$ cat src/rtl/hub75_pkg.sv
// hub75_pkg
//   Definitions shared by the HUB75 plane reader and its output FIFO.
//   - CH_R/CH_G/CH_B : channel slot, used both as the BITDEPTH-wide field
//                      index inside a pixel word and as the bit offset
//                      inside each word's 3-bit group of px_data.
//   - N_CH           : channels per pixel.
//   - state_e        : sweep controller state encoding.
package hub75_pkg;

  localparam int unsigned CH_R = 0;
  localparam int unsigned CH_G = 1;
  localparam int unsigned CH_B = 2;
  localparam int unsigned N_CH = 3;

  typedef enum logic [1:0] {
    ST_IDLE  = 2'd0,
    ST_RUN   = 2'd1,
    ST_DRAIN = 2'd2
  } state_e;

endpackage

$ cat src/rtl/hub75_skid_fifo.sv
// hub75_skid_fifo
//   Two-entry FIFO with registered storage. The output word is selected
//   straight from the storage registers, so it does not change while the
//   head entry waits to be popped. Reset empties the FIFO and zeroes its
//   contents.
// Ports
//   clk      in   clock, rising edge
//   rst_n    in   asynchronous active-low reset
//   push_i   in   write data_i this cycle (caller guarantees room)
//   pop_i    in   drop head entry this cycle (caller guarantees not empty)
//   data_i   in   WIDTH  word to store
//   data_o   out  WIDTH  head entry
//   empty_o  out  no entries held
//   count_o  out  2      number of entries held (0..2)
module hub75_skid_fifo #(
  parameter int unsigned WIDTH = 7
) (
  input  logic             clk,
  input  logic             rst_n,
  input  logic             push_i,
  input  logic             pop_i,
  input  logic [WIDTH-1:0] data_i,
  output logic [WIDTH-1:0] data_o,
  output logic             empty_o,
  output logic [1:0]       count_o
);

  logic [WIDTH-1:0] mem_q [2];
  logic             wrPtr_q;
  logic             rdPtr_q;
  logic [1:0]       count_q;
  logic [1:0]       count_d;

  always_comb begin
    count_d = count_q + {1'b0, push_i} - {1'b0, pop_i};
  end

  // When full, a simultaneous push lands in the slot being popped; the read
  // pointer has already moved on to the older remaining entry.
  always_ff @(posedge clk or negedge rst_n) begin
    if (!rst_n) begin
      mem_q[0] <= '0;
      mem_q[1] <= '0;
      wrPtr_q  <= 1'b0;
      rdPtr_q  <= 1'b0;
      count_q  <= 2'd0;
    end else begin
      if (push_i) begin
        mem_q[wrPtr_q] <= data_i;
        wrPtr_q        <= ~wrPtr_q;
      end
      if (pop_i) begin
        rdPtr_q <= ~rdPtr_q;
      end
      count_q <= count_d;
    end
  end

  assign data_o  = mem_q[rdPtr_q];
  assign empty_o = (count_q == 2'd0);
  assign count_o = count_q;

endmodule

$ cat src/rtl/hub75_plane_reader.sv
// hub75_plane_reader
//   On an accepted ctrl_go, sweeps every column of one line-buffer bank,
//   extracts bit-plane P of the R, G and B channel of each pixel word and
//   streams 3*N_WORDS bits per column to the HUB75 column shifter through a
//   valid/ready handshake. ctrl_done pulses the cycle after the final
//   column's handshake.
// Optional build macro
//   HUB75_PLANE_READER_REVERSE_EN : adds cfg_reverse; when captured high the
//   sweep runs from column N_COLS-1 down to 0 and px_last marks column 0.
// Ports
//   clk         in   clock, rising edge
//   rst_n       in   asynchronous active-low reset
//   ctrl_go     in   start a sweep (only taken when ctrl_rdy is high)
//   ctrl_bank   in   bank to sweep, captured with go
//   ctrl_plane  in   bit-plane index, captured with go
//   cfg_reverse in   descending sweep, captured with go (macro builds only)
//   ctrl_rdy    out  idle and able to accept go
//   ctrl_done   out  one-cycle end-of-sweep pulse
//   lb_rd_addr  out  {bank, column} line-buffer read address
//   lb_rd_ena   out  read strobe; lb_rd_data valid the following cycle
//   lb_rd_data  in   N_WORDS packed words, word w = {B, G, R}
//   px_data     out  bit 3w+0/1/2 = R/G/B of word w at the selected plane
//   px_last     out  marks the final column of the sweep
//   px_valid    out  output handshake valid
//   px_ready    in   output handshake ready
module hub75_plane_reader
  import hub75_pkg::*;
#(
  parameter int unsigned N_WORDS    = 2,
  parameter int unsigned BITDEPTH   = 8,
  parameter int unsigned LOG_N_COLS = 6,
  parameter int unsigned ADDR_WIDTH = 7
) (
  input  logic                              clk,
  input  logic                              rst_n,
  input  logic                              ctrl_go,
  input  logic                              ctrl_bank,
  input  logic [$clog2(BITDEPTH)-1:0]       ctrl_plane,
`ifdef HUB75_PLANE_READER_REVERSE_EN
  input  logic                              cfg_reverse,
`endif
  output logic                              ctrl_rdy,
  output logic                              ctrl_done,
  output logic [ADDR_WIDTH-1:0]             lb_rd_addr,
  output logic                              lb_rd_ena,
  input  logic [N_WORDS*3*BITDEPTH-1:0]     lb_rd_data,
  output logic [3*N_WORDS-1:0]              px_data,
  output logic                              px_last,
  output logic                              px_valid,
  input  logic                              px_ready
);

  localparam int unsigned WORD_WIDTH = N_CH * BITDEPTH;
  localparam int unsigned PX_W       = N_CH * N_WORDS;
  localparam int unsigned PLANE_W    = $clog2(BITDEPTH);

  state_e                  state_q;
  state_e                  state_d;
  logic                    bank_q;
  logic [PLANE_W-1:0]      plane_q;
  logic [LOG_N_COLS-1:0]   col_q;
  logic                    inflight_q;
  logic                    inflightLast_q;
  logic                    done_q;
  logic                    doneD;

  logic                    rev;
  logic [LOG_N_COLS-1:0]   startCol;
  logic [LOG_N_COLS-1:0]   endCol;
  logic                    goAccept;
  logic                    pop;
  logic                    lastIssue;
  logic [2:0]              occupancy;
  logic [1:0]              fifoCount;
  logic                    fifoEmpty;
  logic [PX_W-1:0]         pxBits;

`ifdef HUB75_PLANE_READER_REVERSE_EN
  logic rev_q;

  // Direction is frozen for the whole sweep, like bank and plane.
  always_ff @(posedge clk or negedge rst_n) begin
    if (!rst_n) begin
      rev_q <= 1'b0;
    end else if (goAccept) begin
      rev_q <= cfg_reverse;
    end
  end

  assign rev      = rev_q;
  assign startCol = cfg_reverse ? '1 : '0;
`else
  assign rev      = 1'b0;
  assign startCol = '0;
`endif

  assign endCol   = rev ? '0 : '1;
  assign ctrl_rdy = (state_q == ST_IDLE) && !done_q;
  assign goAccept = ctrl_go && ctrl_rdy;
  assign pop      = px_valid && px_ready;

  // A read is only issued if the word it returns is guaranteed a FIFO slot:
  // entries held plus the word already in flight, less the one leaving now.
  always_comb begin
    occupancy = 3'(fifoCount) + 3'(inflight_q) - 3'(pop);
    lb_rd_ena = (state_q == ST_RUN) && (occupancy < 3'd2);
    lastIssue = lb_rd_ena && (col_q == endCol);
  end

  assign lb_rd_addr = {bank_q, col_q};

  // Sweep sequencing; DRAIN waits for the last column to leave the FIFO.
  always_comb begin
    state_d = state_q;
    doneD   = 1'b0;
    case (state_q)
      ST_IDLE: begin
        if (goAccept) begin
          state_d = ST_RUN;
        end
      end
      ST_RUN: begin
        if (lastIssue) begin
          state_d = ST_DRAIN;
        end
      end
      ST_DRAIN: begin
        if (pop && px_last) begin
          state_d = ST_IDLE;
          doneD   = 1'b1;
        end
      end
      default: begin
        state_d = ST_IDLE;
      end
    endcase
  end

  // The column counter holds at the end column instead of wrapping.
  always_ff @(posedge clk or negedge rst_n) begin
    if (!rst_n) begin
      state_q        <= ST_IDLE;
      bank_q         <= 1'b0;
      plane_q        <= '0;
      col_q          <= '0;
      inflight_q     <= 1'b0;
      inflightLast_q <= 1'b0;
      done_q         <= 1'b0;
    end else begin
      state_q        <= state_d;
      inflight_q     <= lb_rd_ena;
      inflightLast_q <= lastIssue;
      done_q         <= doneD;
      if (goAccept) begin
        bank_q  <= ctrl_bank;
        plane_q <= ctrl_plane;
        col_q   <= startCol;
      end else if (lb_rd_ena && !lastIssue) begin
        col_q <= rev ? (col_q - 1'b1) : (col_q + 1'b1);
      end
    end
  end

  assign ctrl_done = done_q;

  // Pick bit plane_q of each channel field of each returned word.
  always_comb begin
    pxBits = '0;
    for (int w = 0; w < int'(N_WORDS); w++) begin
      pxBits[w*N_CH + CH_R] = lb_rd_data[w*WORD_WIDTH + CH_R*BITDEPTH + int'(plane_q)];
      pxBits[w*N_CH + CH_G] = lb_rd_data[w*WORD_WIDTH + CH_G*BITDEPTH + int'(plane_q)];
      pxBits[w*N_CH + CH_B] = lb_rd_data[w*WORD_WIDTH + CH_B*BITDEPTH + int'(plane_q)];
    end
  end

  hub75_skid_fifo #(
    .WIDTH (PX_W + 1)
  ) uFifo (
    .clk     (clk),
    .rst_n   (rst_n),
    .push_i  (inflight_q),
    .pop_i   (pop),
    .data_i  ({inflightLast_q, pxBits}),
    .data_o  ({px_last, px_data}),
    .empty_o (fifoEmpty),
    .count_o (fifoCount)
  );

  assign px_valid = !fifoEmpty;

endmodule

$ cat config.mk
export PLATFORM = sky130hd
export DESIGN_NAME = hub75_plane_reader
export DESIGN_NICKNAME = d
export VERILOG_FILES = /design/src/rtl/hub75_pkg.sv /design/src/rtl/hub75_skid_fifo.sv /design/src/rtl/hub75_plane_reader.sv
export SDC_FILE = /design/constraint.sdc
export NUM_CORES = 1
export LEC_CHECK = 0
export BUFFER_PORTS_ARGS = -buffer_cell sky130_fd_sc_hd__buf_2
export CORE_ASPECT_RATIO = 0.5
export CORE_MARGIN = 2
export CORE_UTILIZATION = 48
export DETAILED_ROUTE_END_ITERATION = 7
export PLACE_DENSITY = 0.79
export SLEW_MARGIN = 20
export SYNTH_ARGS = -nofsm -noshare
export SYNTH_HDL_FRONTEND = slang
export SYNTH_SLANG_ARGS = --single-unit
$ cat constraint.sdc
create_clock -name clk -period 3.9 [get_ports clk]
set_clock_uncertainty 0.2 [all_clocks]
set_input_delay 0.585 -clock clk [delete_from_list [all_inputs] [get_ports clk]]
set_output_delay 0.585 -clock clk [all_outputs]
set_load 0.01 [all_outputs]
==> results_dict.tcl <==
set metrics [dict create \
    path_buf_inv 3 \
    synthCells 176 \
    drt-pass1-iter-count 4 \
    yosys_most_used_dff "dfrtp_1" \
    cts_tree "built" \
    crit_path_max_fanout 3 \
    synth_largest_area_cell "dfrtp_1" \
    critical_path.max_stage_delay_ps 500 \
    power_density_nw_per_um2 630 \
    gr-total-overflow 0 \
    grt_pass1_vias 1528 \
    clock_sinks 33 \
    ys_types 32 \
    maxSlewViolCount 0 \
    h-tree-depth 2 \
    vias 1576 \
    routabilityCongestion 0.813 \
    hold_path_class "in -> async" \
    core_um2 3550 \
    synth_edf_count 0 \
    dpl.hpwl_um 3180 \
    cts_buffer_depth 2 \
    fin_crit_ps 3570 \
    yosys_warnings 0 \
    peakVddDrop_mv 0.427 \
    hold_viol 0 \
    nNetsFinal 308 \
    path_cells "or2_2 > and2_1 > ha_1 > inv_1 > ha_1 > fa_1 > nor3b_4 > nand2_1 > inv_1 > buf_2" \
    synth-seq-cells 33 \
    drive_gt1_share_pct 43.0 \
    track_usage_pct 20.5 \
    antenna_cells 0 \
    fin_crit_sh_pct 91.5 \
    first_iter_violations 84 \
    drv_cap 0 \
    die_area_um2 4380 \
    dieWidth_um 91.7 \
    yosys-top-cells-count "dfrtp_1 (33), nand2_1 (31), mux2_2 (21), mux2i_1 (13), o21ai_0 (13)" \
    wl_um 4110 \
    synth.area.top_cells "dfrtp_1 (45%), mux2_2 (13%), mux2i_1 (7.1%), nand2_1 (6.3%), o21ai_0 (3.5%)" \
    via_per_inst 5.25 \
    portBuffers 73 \
    antenna_found_initial 0 \
    cts_inserted_buffers 5 \
    yosysSeqAreaShare_pct 44.8 \
    async_reset_ff_share_pct 100 \
    cts.repair.resized 0 \
    avgSynthCellArea_um2 10.5 \
    area_growth_pct 26.9 \
    worst_slew_pin_slew_ps 1070 \
    crit_type "reg -> out" \
    slew_headroom_pct 28.7 \
    p_leak_nw 1.15 \
    fill_cells 300 \
    seqCellArea_um2 826 \
    grt_max_degree 34 \
    cts_setup_buffers 0 \
    final.setup.tns_ps 0 \
    wl_per_cell_um 13.7 \
    die_h_um 47.8 \
    grt_pass1_wl_um 6800 \
    fmax_ghz 0.280 \
    clk_pin_slew_ps 70 \
    ioPinCount 74 \
    postCtsHoldBufs 0 \
    dpl.cell_count 292 \
    yosysMostFrequentCell "dfrtp_1" \
    worstPathArrival_ps 2780 \
    critPathTopFamily "adder cells" \
    rsz0062_at_grt "false" \
    worstSetupEndpointType "output pin" \
    required_ps 3120 \
    rows 15 \
    fin_cells 300 \
    synth_top_area_share_pct 44.8 \
    initial_core_util_pct 52.0 \
    clockRootBuffer "clkbuf_8" \
    pre_cts_ws_ps 601 \
    crit_path_top_delay_cell "fa_1" \
    antenna_left 0 \
    multiInputGateArea_um2 940 \
    startpoint_type "flop" \
    syn_nets 236 \
    insertion_delay_ps 280 \
    outcome "finished, final reports clean" \
    drcViolationCount 0 \
    setup_viol 0 \
    syn_area_um2 1840 \
    setup_ws_ps 333 \
]
[final timing paths]
path | depth (start not counted) | start | slack, ps | to
worst max-delay path | 10 | uFifo.count_o[1] | 330 | lb_rd_ena
worst min-delay path | 1 | rst_n | 150 | col_q[0]
worst max register to register | 10 | uFifo.count_o[1] | 610 | col_q[5]
worst min register to register | 2 | uFifo.mem_q[12] | 270 | uFifo.mem_q[12]
max in group asynchronous | 1 | rst_n | 2880 | uFifo.mem_q[12]
min in group clk | 2 | uFifo.mem_q[12] | 270 | uFifo.mem_q[12]
[report_power, final]
group,internal [mW],switching [mW]
combinational,0.273,0.309
sequential,0.461,0.0989
clock,0.208,0.126
[area by class of cell]
cell class / count / area share [%]
timing repair buffer: 73 / 15.6
tap: 51 / 2.73
multi-input combinational: 128 / 40.1
sequential: 33 / 35.3
inverter: 7 / 1.12
clock inverter: 2 / 1.60
clock buffer: 6 / 3.53
[cells by family after synthesis]
logic type	after synthesis	synth area share, %
DFF	33	44.8
adders and majority gates	4	3.12
AOI/OAI and AO/OA	34	12.4
xor gates and xnor gates	4	1.90
and+or+nand+nor	52	13.6
buffers and inverters	15	4.27
muxes	34	19.9
[per-layer routing]
layer,GRT usage (%),up-vias,share of wire (%)
met4,7.88,0,1.1
met2,38.7,37,50
met5,0,-,0
li1,-,778,-
met3,5.51,4,5.0
met1,23.7,757,43
[cell usage in the layout, fill, tap and decap left out, types with 2 or more instances in the layout]
cell,count
a21oi_1,3
a221o_1,6
and2_1,2
buf_2,73
clkbuf_8,6
dfrtp_1,33
ha_1,3
inv_1,7
mux2_2,21
mux2i_1,13
nand2_1,31
nand2b_1,2
nand3_1,3
nor2_1,3
nor3_1,3
o21ai_0,13
o22ai_1,6
o31ai_1,3
xor2_1,4
[stage by stage]
step | util, % | area (um2) | hold slack, ps | power (mW)
2_1_floorplan | - | 1840 | 89.4 | 0.952
3_3_place_gp | 62.6 | 2220 | 253 | 1.12
3_5_place_dp | 62.6 | 2220 | 262 | 1.15
4_1_cts | 66.0 | 2340 | 167 | 1.49
5_1_grt | 66.0 | 2340 | 210 | 1.59
6_report | 66.0 | 2340 | 151 | 1.47
[sequential cells by signal, indices dropped and copies added (netlist names)]
signal and flops:
inflightLast_q 1, bank_q 1, inflight_q 1, plane_q 3, uFifo.rdPtr_q 1, uFifo.count_o 2
state_q 2, ctrl_done 1, uFifo.wrPtr_q 1, uFifo.mem_q 14, col_q 6
(Power assumes the default switching activity.)
